File: config.mk
export PLATFORM = sky130hd
export DESIGN_NAME = truth_sweep_ctrl
export DESIGN_NICKNAME = d
export VERILOG_FILES = /design/src/rtl/truth_sweep_ctrl.sv
export SDC_FILE = /design/constraint.sdc
export NUM_CORES = 1
export LEC_CHECK = 0
export ABC_AREA = 1
export BUFFER_PORTS_ARGS = -buffer_cell sky130_fd_sc_hd__clkbuf_2
export CORE_MARGIN = 10
export CORE_UTILIZATION = 45
export DETAILED_ROUTE_END_ITERATION = 6
export GPL_TIMING_DRIVEN = 0
export HOLD_SLACK_MARGIN = 0.06
export PLACE_DENSITY_LB_ADDON = 0.3
export SLEW_MARGIN = 0
export SYNTH_ARGS = -nofsm -noshare
export SYNTH_HDL_FRONTEND = slang
export SYNTH_SLANG_ARGS = --single-unit
File: constraint.sdc
create_clock -name clk -period 4 [get_ports clk]
set_input_delay 0.4 -clock clk [delete_from_list [all_inputs] [get_ports clk]]
set_output_delay 0.4 -clock clk [all_outputs]
set_load 0.1 [all_outputs]
File: src/rtl/truth_sweep_ctrl.sv
// rtl/truth_sweep_ctrl.sv - truth-table sweep sequencer for a small combinational function
// Optional self-check against a reference table is built only with `define SWEEP_CHECK_EN.
module truth_sweep_ctrl #(
  parameter int N      = 3,
  parameter int SETTLE = 1
) (
  input  logic                clk,
  input  logic                rst,
  input  logic                start,
  input  logic                f_in,
`ifdef SWEEP_CHECK_EN
  input  logic [(1<<N)-1:0]   expected,
  output logic                mismatch,
`endif
  output logic [N-1:0]        sel_out,
  output logic                busy,
  output logic                done,
  output logic [(1<<N)-1:0]   table_out
);

  localparam int TW = 1 << N;
  localparam int CW = (SETTLE < 1) ? 1 : $clog2(SETTLE + 1);
  localparam logic [CW-1:0] CNT_LAST = CW'(SETTLE);

  typedef enum logic [1:0] {
    S_IDLE = 2'd0,
    S_RUN  = 2'd1,
    S_DONE = 2'd2
  } state_t;

  state_t          state_q, state_d;
  logic [N-1:0]    sel_q,   sel_d;
  logic [CW-1:0]   cnt_q,   cnt_d;
  logic            busy_q,  busy_d;
  logic            done_q,  done_d;
  logic [TW-1:0]   table_q, table_d;
`ifdef SWEEP_CHECK_EN
  logic [TW-1:0]   exp_q,   exp_d;
  logic            mm_q,    mm_d;
`endif

  // Next-state and registered-output computation for the sweep sequencer
  always_comb begin
    state_d = state_q;
    sel_d   = sel_q;
    cnt_d   = cnt_q;
    busy_d  = busy_q;
    done_d  = 1'b0;
    table_d = table_q;
`ifdef SWEEP_CHECK_EN
    exp_d   = exp_q;
    mm_d    = mm_q;
`endif
    case (state_q)
      S_IDLE: begin
        if (start) begin
          state_d = S_RUN;
          busy_d  = 1'b1;
          sel_d   = '0;
          cnt_d   = '0;
          table_d = '0;
`ifdef SWEEP_CHECK_EN
          exp_d   = expected;
          mm_d    = 1'b0;
`endif
        end
      end
      S_RUN: begin
        if (cnt_q != CNT_LAST) begin
          cnt_d = cnt_q + 1'b1;
        end else begin
          // Last edge of the settle window: capture this vector's result
          table_d[sel_q] = f_in;
          cnt_d          = '0;
          if (&sel_q) begin
            state_d = S_DONE;
            busy_d  = 1'b0;
            done_d  = 1'b1;
            sel_d   = '0;
`ifdef SWEEP_CHECK_EN
            // Compare the completed table, including the bit captured now
            mm_d    = (table_d != exp_q);
`endif
          end else begin
            sel_d = sel_q + 1'b1;
          end
        end
      end
      S_DONE: begin
        state_d = S_IDLE;
      end
      default: begin
        state_d = S_IDLE;
        busy_d  = 1'b0;
        sel_d   = '0;
        cnt_d   = '0;
      end
    endcase
  end

  // State register with immediate abort on reset; partial table is discarded
  always_ff @(posedge clk or posedge rst) begin
    if (rst) begin
      state_q <= S_IDLE;
      sel_q   <= '0;
      cnt_q   <= '0;
      busy_q  <= 1'b0;
      done_q  <= 1'b0;
      table_q <= '0;
`ifdef SWEEP_CHECK_EN
      exp_q   <= '0;
      mm_q    <= 1'b0;
`endif
    end else begin
      state_q <= state_d;
      sel_q   <= sel_d;
      cnt_q   <= cnt_d;
      busy_q  <= busy_d;
      done_q  <= done_d;
      table_q <= table_d;
`ifdef SWEEP_CHECK_EN
      exp_q   <= exp_d;
      mm_q    <= mm_d;
`endif
    end
  end

  assign sel_out   = sel_q;
  assign busy      = busy_q;
  assign done      = done_q;
  assign table_out = table_q;
`ifdef SWEEP_CHECK_EN
  assign mismatch  = mm_q;
`endif

endmodule

After elaboration in Yosys (flattened, before gate mapping)
Index checks and enable logic that the tools add are counted.

Register bits: 16. Bits in latches: 0. RAM bits: 0. Memory bits (read-only): 0. Bits of input ports: 4. Output and inout bits: 13. Logic and storage cells: 49. Memories: 0.

Add/subtract/negate cells: 2. $mul: 0. Div/mod/pow operators: 0. Magnitude comparators: 2. Eq/ne operators: 5. Shifts and indexed selects: 0. Muxes and demuxes: 24. Bitwise operators: 1. Reductions and logical operators: 9.

Operator list (number): 8-bit 2-to-1 mux (2); 8-bit one-hot mux with 2 select lines (1); 3-bit AND reduction (4); 1-bit 2-to-1 mux (9); 3-bit 2-to-1 mux (3); 3-bit one-hot mux with 3 select lines (1); 8-bit bitwise mux (1); 2-bit 2-to-1 mux (3); 2-bit != test, second input constant (3); 1-bit one-hot mux with 3 select lines (2); 3-bit by 4-bit less-than comparator with 1-bit output, second input constant (1); 2-bit one-hot mux with 2 select lines (1); 4-bit AND reduction (1); 3-bit by 1-bit adder with 3-bit output, second input constant (1); 1-bit demux with 3-bit select (1); 3-bit by 1-bit >= comparator with 1-bit output, second input constant (1); 2-bit by 1-bit == test with 1-bit output, second input constant (1); 2-bit == test, second input constant (1); 2-bit zero test (1); 2-bit AND reduction (1); 2-bit nonzero test (1); 1-bit adder, second input constant (1); 1-bit logical AND (1); 1-bit inverter (1).

Longest topological paths before layout
Word-level depth: 7. Depth in mapped cells: 7. Gate-level depth less buffers: 7.

Worst setup path after synthesis
Ideal clock, no wire load.

Path kind: reg-to-reg. Start point: reg sel_q[0] (netlist: sel_out[0]). End point: reg busy_q (netlist: busy). Setup time: 0.122 ns. Arrival: 1.792 ns. Required time: 3.878 ns. Path slack: 2.086 ns. Stages on the path, launching flop included: 8. Path buffers: 0. Clock period less this slack: 1.914 ns. Cell sequence: dfrtp_1 ha_1 ha_1 inv_1 o21ai_2 nand2_1 nand2_1 nand2_1.

Word-level cells in the longest chain between the ends: 3.

RTL lines: start, declared (RTL line 32) `logic [N-1:0] sel_q, sel_d;`; start signal, assigned (RTL line 116) `sel_q <= sel_d;`; 3-bit AND reduction (RTL line 75) `if (&sel_q) begin`; 2-bit != test (no source line); 4-bit AND reduction (no source line); end signal, assigned (RTL line 118) `busy_q <= busy_d;`; end, declared (RTL line 34) `logic busy_q, busy_d;`.

No other way between the ends. A chain may end at the register's enable or synchronous reset.

Final worst setup path
Start point: reg sel_q[0] (netlist: sel_out[0]). End point: out sel_out[0].

RTL lines: end, declared (RTL line 15) `output logic [N-1:0] sel_out,`.

No word-level cell between the ends.

==> reports/qor.yml <==
num_rows: 15
cp.arrival_ps: 1330
path_clk_slew_ps: 90
grt_pass1_vias: 671
rrSetupSlack_ps: 2470
status: "finished, final reports clean"
grt_max_degree: 17
io_pins: 17
cts_buffers: 3
synthCells: 104
core_area_um2: 1710
setup.worst_path.class: "reg2out"
fin_crit_ps: 1730
yosysWarnings: 0
die_w_um: 62.3
dp_hpwl_um: 1230
final_common_cell: "nand2_1"
num_antenna_cells: 0
synthesis.nets: 110
drive_above_1_share_pct: 22.0
stdcell_area_um2: 938
worstRegToRegCells: 5
layout.nets: 131
cts_root_buf: "clkbuf_4"
fillers: 162
clk_latency_ps: 290
max_stage_delay_ps: 520
crit_path_end_kind: "output port"
reg2reg_from: "sel_out[0]$_DFFE_PP0P_"
fin_crit_sh_pct: 43.2
pre_cts_slack_ps: 2490
cts_tree: "done"
tightest_slew_ps: 597
syn_area_um2: 805
ctsResizeCount: 0
vias: 685
dr.first_iter.drc_count: 25
layout_common_cells: "nand2_1, dfrtp_1, clkbuf_2"
clock-sinks: 16
antenna_found_initial: 0
synth-seq-cells: 16
io_buffers: 16
placed_cells: 145
htree_levels: 1
critPathSlowestCell: "clkbuf_2"
grt_pass1_wl_um: 2870
cts_setup_buffers: 0
required_ps: 3600
clockBufferDepth: 2
skew_ps: 0.781
yosysUniqueCellTypes: 16
placedInstanceArea_um2: 916
cts_hold_buf: 0
drt_wl_total_um: 1650
syn_to_final_growth_pct: 16.6
antenna_left: 0
wire_per_inst_um: 11.1
setup_tns_ps: 0
crit_buf_inv: 1
crit_fanout: 9
drcViolationCount: 0
r2r_end: "sel_out[1]$_DFFE_PP0P_"
max_slew_margin_pct: 60.1
register_area_um2: 400
worstPathCellList: "clkbuf_2"
vias_per_cell: 4.63
track_usage_pct: 8.81
maxSlewViolCount: 0
gr-total-overflow: 0
first_pass_iters: 4
cp-start-kind: "flop"
multiInputGateArea_um2: 359
hold_violations: 0
cap_viol_max_count: 0
min_path_type: "in2async"
rsz0062_at_grt: "false"
fp.dieArea_um2: 3880
final_cells: 148
initial_core_util_pct: 47.1
setup_ws_ps: 2270
avgSynthCellArea_um2: 7.74
path_delay_family: "buffers and inverters"
setup_viol: 0
max_freq_ghz: 0.579
place_congestion: 0.767
ys_seq_area_share_pct: 49.8
die_h_um: 62.3
[logic make-up (layout without fill, tap and decap cells)]
| group | count (synthesis) | in the layout | synth area share [%] |
|---|---|---|---|
| compound gates | 5 | 5 | 3.58 |
| simple gates | 71 | 71 | 37.9 |
| buf+inv | 10 | 29 | 5.60 |
| fa+ha+maj | 2 | 2 | 3.11 |
| flops | 16 | 16 | 49.8 |
[routing by layer]
metal / global-route usage [%] / wire length [µm] / up-vias
met5: 0 / 0 / -
met4: 4.47 / 31 / 0
met3: 2.15 / 57 / 2
met2: 16.3 / 833 / 8
met1: 8.89 / 727 / 315
li1: - / - / 360
[sequential cells by signal (all words and copies together) (netlist names)]
name,flops
done,1
sel_out,3
table_out,8
busy,1
state_q,2
cnt_q,1
[cell type report]
cell class	instances	area share, %
tap	25	3.33
sequential	16	42.7
buffer	1	1.20
timing repair buffer	16	8.53
clock buffer	3	2.40
inverter	9	3.60
multi-input combinational	78	38.3
[metrics by stage]
stage          hold WS [ps]  utilization, %
3_3_place_gp            453            53.6
2_1_floorplan           314               -
3_5_place_dp            457            53.6
4_1_cts                 173            54.9
5_1_grt                 201            54.9
6_report                141            54.9
[synthesized netlist by cell type (all sizes together)]
library cell	n	area (µm²)
or2	6	37.5
ha	2	25.0
nand4	1	6.26
buf	1	11.3
o21ai	5	28.8
nand3	10	50.1
nor3	1	5.00
dfrtp	16	400
nor2	4	17.5
inv	9	33.8
nand2	49	189
[worst max path at each step]
| stage | cells after the start | slack [ps] | start | endpoint |
|---|---|---|---|---|
| floorplan | 7 | 2090 | sel_out[0]$_DFFE_PP0P_ | busy$_DFFE_PP0P_ |
| global placement | 5 | 2550 | sel_out[0]$_DFFE_PP0P_ | sel_out[0]$_DFFE_PP0P_ |
| detailed placement | 5 | 2490 | sel_out[0]$_DFFE_PP0P_ | sel_out[1]$_DFFE_PP0P_ |
| CTS | 1 | 2270 | sel_out[0]$_DFFE_PP0P_ | sel_out[0] |
| global route | 1 | 2230 | sel_out[0]$_DFFE_PP0P_ | sel_out[0] |
| finish | 1 | 2270 | sel_out[0]$_DFFE_PP0P_ | sel_out[0] |
Power is not shown: default switching activity piles up to over one toggle a cycle in this logic, so the estimate is an artifact.
